$ cat src/rtl/traffic_conflict_monitor_if.sv
// Light/lamp bus between the controller FSM, the conflict monitor and the lamp drivers.
// master = controller/observer side, slave = the monitor.
interface traffic_conflict_monitor_if;
  logic [2:0] light_M1_in;
  logic [2:0] light_M2_in;
  logic [2:0] light_MT_in;
  logic [2:0] light_S_in;
  logic       fault_clr;
  logic [2:0] lamp_M1;
  logic [2:0] lamp_M2;
  logic [2:0] lamp_MT;
  logic [2:0] lamp_S;
  logic       fault;
  logic [2:0] fault_code;
  logic       mon_ok;

  modport master (
    output light_M1_in, light_M2_in, light_MT_in, light_S_in, fault_clr,
    input  lamp_M1, lamp_M2, lamp_MT, lamp_S, fault, fault_code, mon_ok
  );

  modport slave (
    input  light_M1_in, light_M2_in, light_MT_in, light_S_in, fault_clr,
    output lamp_M1, lamp_M2, lamp_MT, lamp_S, fault, fault_code, mon_ok
  );
endinterface

$ cat src/rtl/traffic_conflict_monitor.sv
// Safety stage between the traffic light controller and the lamp drivers: registers the
// light buses, checks them, and on the first violation latches a code and flashes red.
module traffic_conflict_monitor #(
  parameter int MIN_YEL    = 2,
  parameter int MAX_HOLD   = 32,
  parameter int FLASH_HALF = 4,
  parameter int ALLRED     = 4
) (
  input logic                        clk,
  input logic                        rst,
  traffic_conflict_monitor_if.slave  bus
);

  localparam logic [2:0] C_GRN = 3'b001;
  localparam logic [2:0] C_YEL = 3'b010;
  localparam logic [2:0] C_RED = 3'b100;
  localparam logic [2:0] C_OFF = 3'b000;
  localparam logic [7:0] HOLD_LIM    = 8'(MAX_HOLD - 1);
  localparam logic [7:0] YEL_MIN     = 8'(MIN_YEL);
  localparam logic [7:0] ALLRED_LAST = 8'(ALLRED - 1);
  localparam logic [7:0] FLASH_LAST  = 8'(2 * FLASH_HALF - 1);
  localparam logic [7:0] FLASH_ON    = 8'(FLASH_HALF);

  typedef enum logic [1:0] {
    ST_INIT_RED = 2'd0,
    ST_NORMAL   = 2'd1,
    ST_FLASH    = 2'd2
  } state_t;

  function automatic logic is_onehot3(input logic [2:0] v);
    return (v == C_GRN) || (v == C_YEL) || (v == C_RED);
  endfunction

  function automatic logic legal_step(input logic [2:0] p, input logic [2:0] c);
    return ((p == C_GRN) && (c == C_YEL)) ||
           ((p == C_YEL) && (c == C_RED)) ||
           ((p == C_RED) && (c == C_GRN));
  endfunction

  function automatic logic [7:0] sat_inc(input logic [7:0] v);
    return (v == 8'hFF) ? v : v + 8'd1;
  endfunction

  // Head index: 0 = M1, 1 = M2, 2 = MT, 3 = S
  logic [2:0] w_in     [4];
  logic [2:0] r_in_q   [4];
  logic [2:0] r_prev_q [4];
  logic [2:0] r_lamp   [4];
  logic [7:0] r_hold   [4];
  logic [7:0] r_yel    [4];

  state_t     r_state;
  logic [7:0] r_init_cnt;
  logic [7:0] r_flash_cnt;
  logic       r_first;
  logic       r_fault;
  logic [2:0] r_fault_code;
  logic       r_mon_ok;

  logic       w_enc;
  logic       w_conf;
  logic       w_seq;
  logic       w_yel;
  logic       w_hold;
  logic [2:0] w_code;
  logic [7:0] w_flash_nxt;

  assign w_in[0] = bus.light_M1_in;
  assign w_in[1] = bus.light_M2_in;
  assign w_in[2] = bus.light_MT_in;
  assign w_in[3] = bus.light_S_in;

  assign bus.lamp_M1    = r_lamp[0];
  assign bus.lamp_M2    = r_lamp[1];
  assign bus.lamp_MT    = r_lamp[2];
  assign bus.lamp_S     = r_lamp[3];
  assign bus.fault      = r_fault;
  assign bus.fault_code = r_fault_code;
  assign bus.mon_ok     = r_mon_ok;

  // Input stage: current sample and the sample before it, for transition checks
  always_ff @(posedge clk or posedge rst) begin
    if (rst) begin
      for (int h = 0; h < 4; h++) begin
        r_in_q[h]   <= C_RED;
        r_prev_q[h] <= C_RED;
      end
    end else begin
      for (int h = 0; h < 4; h++) begin
        r_prev_q[h] <= r_in_q[h];
        r_in_q[h]   <= w_in[h];
      end
    end
  end

  // Violation detection and priority encoding; transition checks are skipped on the first NORMAL cycle
  always_comb begin
    w_enc  = 1'b0;
    w_seq  = 1'b0;
    w_yel  = 1'b0;
    w_hold = 1'b0;
    for (int h = 0; h < 4; h++) begin
      w_enc  = w_enc | ~is_onehot3(r_in_q[h]);
      w_seq  = w_seq | ((r_in_q[h] != r_prev_q[h]) & ~legal_step(r_prev_q[h], r_in_q[h]));
      w_yel  = w_yel | ((r_prev_q[h] == C_YEL) & (r_in_q[h] == C_RED) & (r_yel[h] < YEL_MIN));
      w_hold = w_hold | ((r_in_q[h] == r_prev_q[h]) & (r_hold[h] >= HOLD_LIM));
    end
    w_conf = ((r_in_q[3] != C_RED) &&
              ((r_in_q[0] != C_RED) || (r_in_q[1] != C_RED) || (r_in_q[2] != C_RED))) ||
             ((r_in_q[2] != C_RED) && (r_in_q[1] != C_RED));
    if (w_enc) begin
      w_code = 3'd1;
    end else if (w_conf) begin
      w_code = 3'd2;
    end else if (w_seq && !r_first) begin
      w_code = 3'd3;
    end else if (w_yel && !r_first) begin
      w_code = 3'd4;
    end else if (w_hold && !r_first) begin
      w_code = 3'd5;
    end else begin
      w_code = 3'd0;
    end
    if (r_flash_cnt >= FLASH_LAST) begin
      w_flash_nxt = 8'd0;
    end else begin
      w_flash_nxt = r_flash_cnt + 8'd1;
    end
  end

  // Monitor FSM with registered lamp drives, fault latch and per-head counters
  always_ff @(posedge clk or posedge rst) begin
    if (rst) begin
      r_state      <= ST_INIT_RED;
      r_init_cnt   <= 8'd0;
      r_flash_cnt  <= 8'd0;
      r_first      <= 1'b0;
      r_fault      <= 1'b0;
      r_fault_code <= 3'd0;
      r_mon_ok     <= 1'b0;
      for (int h = 0; h < 4; h++) begin
        r_lamp[h] <= C_RED;
        r_hold[h] <= 8'd0;
        r_yel[h]  <= 8'd0;
      end
    end else begin
      case (r_state)
        ST_INIT_RED: begin
          for (int h = 0; h < 4; h++) r_lamp[h] <= C_RED;
          if (r_init_cnt >= ALLRED_LAST) begin
            r_state    <= ST_NORMAL;
            r_mon_ok   <= 1'b1;
            r_first    <= 1'b1;
            r_init_cnt <= 8'd0;
          end else begin
            r_init_cnt <= r_init_cnt + 8'd1;
          end
        end
        ST_NORMAL: begin
          r_first <= 1'b0;
          if (w_code != 3'd0) begin
            // The offending sample is replaced by red so it never reaches the lamps
            for (int h = 0; h < 4; h++) r_lamp[h] <= C_RED;
            r_state      <= ST_FLASH;
            r_fault      <= 1'b1;
            r_fault_code <= w_code;
            r_mon_ok     <= 1'b0;
            r_flash_cnt  <= 8'd0;
          end else begin
            for (int h = 0; h < 4; h++) begin
              r_lamp[h] <= r_in_q[h];
              if (r_first) begin
                r_hold[h] <= 8'd0;
                r_yel[h]  <= 8'd0;
              end else begin
                r_hold[h] <= (r_in_q[h] == r_prev_q[h]) ? sat_inc(r_hold[h]) : 8'd0;
                r_yel[h]  <= (r_in_q[h] == C_YEL) ? sat_inc(r_yel[h]) : 8'd0;
              end
            end
          end
        end
        ST_FLASH: begin
          if (bus.fault_clr) begin
            for (int h = 0; h < 4; h++) r_lamp[h] <= C_RED;
            r_state      <= ST_INIT_RED;
            r_fault      <= 1'b0;
            r_fault_code <= 3'd0;
            r_init_cnt   <= 8'd0;
          end else begin
            r_flash_cnt <= w_flash_nxt;
            for (int h = 0; h < 4; h++) r_lamp[h] <= (w_flash_nxt < FLASH_ON) ? C_RED : C_OFF;
          end
        end
        default: begin
          for (int h = 0; h < 4; h++) r_lamp[h] <= C_RED;
          r_state    <= ST_INIT_RED;
          r_init_cnt <= 8'd0;
          r_mon_ok   <= 1'b0;
        end
      endcase
    end
  end

endmodule

$ cat src/flat_wrapper.sv
// flat-port wrapper written by rule: the top's interface ports become plain ports
module traffic_conflict_monitor_flat 
#(
  parameter int MIN_YEL    = 2,
  parameter int MAX_HOLD   = 32,
  parameter int FLASH_HALF = 4,
  parameter int ALLRED     = 4
)
  (clk, rst, bus_light_M1_in, bus_light_M2_in, bus_light_MT_in, bus_light_S_in, bus_fault_clr, bus_lamp_M1, bus_lamp_M2, bus_lamp_MT, bus_lamp_S, bus_fault, bus_fault_code, bus_mon_ok);
  traffic_conflict_monitor_if bus_i ();
  input logic clk;
  input logic rst;
  input wire logic [$bits(bus_i.light_M1_in)-1:0] bus_light_M1_in;
  input wire logic [$bits(bus_i.light_M2_in)-1:0] bus_light_M2_in;
  input wire logic [$bits(bus_i.light_MT_in)-1:0] bus_light_MT_in;
  input wire logic [$bits(bus_i.light_S_in)-1:0] bus_light_S_in;
  input wire logic [$bits(bus_i.fault_clr)-1:0] bus_fault_clr;
  output wire logic [$bits(bus_i.lamp_M1)-1:0] bus_lamp_M1;
  output wire logic [$bits(bus_i.lamp_M2)-1:0] bus_lamp_M2;
  output wire logic [$bits(bus_i.lamp_MT)-1:0] bus_lamp_MT;
  output wire logic [$bits(bus_i.lamp_S)-1:0] bus_lamp_S;
  output wire logic [$bits(bus_i.fault)-1:0] bus_fault;
  output wire logic [$bits(bus_i.fault_code)-1:0] bus_fault_code;
  output wire logic [$bits(bus_i.mon_ok)-1:0] bus_mon_ok;
  assign bus_i.light_M1_in = bus_light_M1_in;
  assign bus_i.light_M2_in = bus_light_M2_in;
  assign bus_i.light_MT_in = bus_light_MT_in;
  assign bus_i.light_S_in = bus_light_S_in;
  assign bus_i.fault_clr = bus_fault_clr;
  assign bus_lamp_M1 = bus_i.lamp_M1;
  assign bus_lamp_M2 = bus_i.lamp_M2;
  assign bus_lamp_MT = bus_i.lamp_MT;
  assign bus_lamp_S = bus_i.lamp_S;
  assign bus_fault = bus_i.fault;
  assign bus_fault_code = bus_i.fault_code;
  assign bus_mon_ok = bus_i.mon_ok;
  traffic_conflict_monitor #(.MIN_YEL(MIN_YEL), .MAX_HOLD(MAX_HOLD), .FLASH_HALF(FLASH_HALF), .ALLRED(ALLRED)) u_core (.clk(clk), .rst(rst), .bus(bus_i));
endmodule
$ cat config.mk
export PLATFORM = sky130hd
export DESIGN_NAME = traffic_conflict_monitor_flat
export DESIGN_NICKNAME = d
export VERILOG_FILES = /design/src/rtl/traffic_conflict_monitor_if.sv /design/src/rtl/traffic_conflict_monitor.sv /design/src/flat_wrapper.sv
export SDC_FILE = /design/constraint.sdc
export NUM_CORES = 1
export LEC_CHECK = 0
export BUFFER_PORTS_ARGS = -buffer_cell sky130_fd_sc_hd__buf_2
export CAP_MARGIN = 20
export CORE_ASPECT_RATIO = 1.4
export CORE_MARGIN = 2
export CORE_UTILIZATION = 47
export CTS_BUF_LIST = sky130_fd_sc_hd__clkbuf_8
export DETAILED_ROUTE_END_ITERATION = 7
export MAX_ROUTING_LAYER = met4
export RECOVER_POWER = 50
export SKIP_CTS_REPAIR_TIMING = 1
export SLEW_MARGIN = 20
export SYNTH_ARGS = -nofsm -noshare
export SYNTH_HDL_FRONTEND = slang
export SYNTH_SLANG_ARGS = --single-unit
$ cat constraint.sdc
create_clock -name clk -period 4.7 [get_ports clk]
set_clock_uncertainty 0.05 [all_clocks]
set_input_delay 0.47 -clock clk [delete_from_list [all_inputs] [get_ports clk]]
set_output_delay 0.47 -clock clk [all_outputs]
set_load 0.02 [all_outputs]
==> impl_metrics.csv <==
group,metric,value,unit
clock_network,path_clk_slew,0.08,ns
synthesis,syn_inst,616,
synthesis,avgSynthCellArea,9.681,µm²
final_layout,final_layout_size_suffix_gt1_share,10.12,%
critical_path,critPathMaxStageDelay,0.65,ns
synthesis,synth_edf_count,0,
pwr,p_leak,2.850,nW
placement,dpl_worst_slack,1.206,ns
hold_path,worstHoldStart,"bus_light_MT_in[2]",
synthesis,yosysSeqAreaShare,52.29,%
run_status,violations,"capacitance limit, slew limit",
floorplan,start_util,48.20,%
sta,period_needed,3.596,ns
sta,fin_crit_sh,76.52,%
clock_network,clock-root-buffer,"clkbuf_8",
sta,setup_ws,1.104,ns
synthesis,synth_area_leaders,"dfrtp_1 (47%), dfstp_2 (5.3%), o21ai_0 (5.3%)",
sta,slew_headroom,-0.09792,%
detailed_routing,num_vias,4785,
floorplan,fp-row-count,48,
sta,worst_pin_slew,1.493,ns
sta,hold_violations,0,
synthesis,netlist_area,5963,µm²
critical_path,cp_slowest_cell,"dfstp_1",
detailed_routing,post_drt_wl_per_cell,16.32,µm
final_layout,antennaDiodeCount,0,
sta,grt_setup_unrepaired,"no",
sta,max_freq,278.1,MHz
synthesis,synth_warnings,0,
detailed_routing,vias_per_cell,5.893,
critical_path,worstPathArrival,3.86,ns
clock_network,cts_tree,"yes",
placement,dp_hpwl,8902,µm
synthesis,synth_area_leader_cell,"dfrtp_1",
detailed_routing,drtAntennaViolNets,0,
critical_path,cp_data_required_time,4.97,ns
synthesis,syn-num-nets,644,
global_route,overflow,0,
placement,gp_congestion,0.8912,
clock_network,clock_latency,0.43,ns
detailed_routing,first_pass_iters,5,
clock_network,htreeDepth,4,
hold_path,min_to,"u_core.r_in_q[5]",
final_layout,syn_to_final_growth,11.23,%
synthesis,yosysUniqueCellTypes,52,
pwr,total_power,2.624,mW
placement,dpl_cell_area,6246,µm²
floorplan,die_h,137.3,µm
placement,io_buffers,31,
critical_path,r2r_cells,8,
floorplan,dieArea,13620,µm²
final_layout,finalNetCount,677,
clock_network,cts_buffers,17,
global_route,antenna_found_initial,0,
detailed_routing,drt_wl_total,13250,µm
sta,setup_tns,0,ns
hold_path,hp-class,"input pin to flip-flop",
detailed_routing,first_iter_violations,295,
clock_network,clock-sinks,124,
pwr,ir_drop,0.3968,mV
global_route,grt.busiest_layer,"met2",
critical_path,reg2reg_to,"u_core.r_yel[21]",
clock_network,clock_path_buffers,2,
floorplan,fp.coreArea,12370,µm²
synthesis,ys_ff_latch,124,
global_route,grt_pass1_vias,4949,
sta,setup_viol,0,
critical_path,r2r-start,"u_core.r_in_q[2]",
hold_path,hold_path_depth,1,
synthesis,async_flop_share,100.0,%
synthesis,synth_flop_cell,"dfrtp_1",
run,cap_violations,1,
global_route,grt_util_met2,35.25,%
sta,drv_slew,1,
global_route,grt_pass1_wl,23140,µm
final_layout,postLayoutCellArea,6633,µm²
critical_path,crit_type,"flip-flop to flip-flop",
global_route,grt_usage,21.87,%
global_route,use_met1,26.47,%
synthesis,synth_top_area_share,47.00,%
floorplan,die_w,99.20,µm
run_status,outcome,"complete, but fails checks",
pwr,powerDensity,395.7,nW/µm²
global_route,grt_max_degree,62,
critical_path,cp_max_fo,44,
detailed_routing,drc,0,
critical_path,cp-end-kind,"flip-flop",
critical_path,start_kind,"flip-flop",
final_layout,final_core_util,53.61,%
global_route,use_met3,4.059,%
critical_path,reg2reg_slack,1.10,ns
floorplan,num_io_pins,32,
critical_path,crit_chain,"or3b_1 > or4b_1 > nand3_1 > o21a_1 > a31o_2 > nand4_1 > buf_12 > o41ai_1",
-- worst max path at each step --
stage	startpoint	end	slack, ns	cells past startpoint
floorplan	rst	u_core.bus.fault	0.90	1
global placement	u_core.r_in_q[2]	u_core.r_yel[21]	1.24	8
detailed placement	u_core.r_in_q[2]	u_core.r_yel[21]	1.21	8
CTS	u_core.r_in_q[2]	u_core.r_yel[21]	1.14	8
global route	u_core.r_in_q[2]	u_core.r_yel[21]	0.88	8
finish	u_core.r_in_q[2]	u_core.r_yel[21]	1.10	8
-- critical path: cells and delay by family (launching register included) --
kind	cells	cell delay, ns
compound gates	3	0.70
buf+inv	1	0.43
simple gates	4	1.64
flops	1	0.65
-- cell usage after synthesis (all sizes together) (11+ instances only) --
cell type	instances
a21oi	41
and2	29
and3	16
clkbuf	13
dfrtp	112
dfstp	12
ha	13
inv	11
nand2	47
nand3	41
nand4	14
nor2	45
nor3	20
o21ai	66
o31ai	21
xnor2	14
-- stage by stage --
step,instances,hold WS [ns]
floorplan,616,0.3019
global placement,779,0.3466
detailed placement,779,0.3575
CTS,811,-0.01611
global route,812,0.05837
finish,812,0.08866
-- cell type report --
type / count / area [µm²]
clock buffer: 19 / 261.5
fill: 1117 / 5739
multi-input combinational: 460 / 2706
tap: 150 / 187.7
clock inverter: 13 / 142.6
timing repair buffer: 35 / 173.9
inverter: 11 / 42.54
sequential: 124 / 3118
-- logic make-up (layout without fill, tap and decap cells) --
group	Yosys count	after routing	share of synthesized area, %
compound gates	166	166	16.68
xor+xnor	15	15	2.203
fa+ha+maj	13	13	2.728
buf+inv	32	78	2.329
flops	124	124	52.29
simple gates	266	266	23.77
-- power by group --
| group | internal (mW) | switching, mW |
|---|---|---|
| logic | 0.158 | 0.300 |
| clock network | 0.501 | 0.446 |
| registers | 1.14 | 0.0743 |
| total | 1.80 | 0.820 |
-- cell usage in the layout (no fill, tap or decap), types with 3 or more instances in the layout --
master,n
nand3_1,41
xnor2_1,14
a21oi_1,41
dfrtp_1,112
clkinvlp_4,5
nand2_1,47
nor4_1,9
nor2_1,45
clkbuf_1,17
clkinv_4,3
dfstp_1,4
o21a_1,6
nor4bb_1,6
nand2b_1,10
buf_2,14
and4_1,3
dfstp_2,8
a41oi_1,3
inv_1,10
or2_2,5
and2_1,29
o31ai_1,21
o21ai_1,3
nand4_1,14
nor3b_1,3
nor2b_1,4
or3_1,5
nor3_1,20
clkbuf_8,19
ha_1,13
a31oi_1,9
o21ai_0,63
and3_1,16
-- flip-flops by register name (all words and copies together) (netlist names) --
signal,cells
u_core.r_state,2
u_core.r_flash_cnt,8
u_core.bus.fault_code,3
u_core.r_prev_q,12
u_core.r_first,1
u_core.bus.lamp_MT,3
u_core.bus.fault,1
u_core.r_hold,32
u_core.bus.mon_ok,1
u_core.r_in_q,12
u_core.bus.lamp_M2,3
u_core.bus.lamp_S,3
u_core.r_init_cnt,8
u_core.bus.lamp_M1,3
u_core.r_yel,32
-- per-layer routing --
metal / vias to the layer above / part of all wire (%) / routed length (µm)
met5: - / 0 / 0
met3: 25 / 3.4 / 448
met1: 2330 / 45 / 5947
met2: 97 / 49 / 6534
met4: 0 / 2.4 / 324
li1: 2333 / - / -
Note: power is estimated with default switching activity, not from simulation.
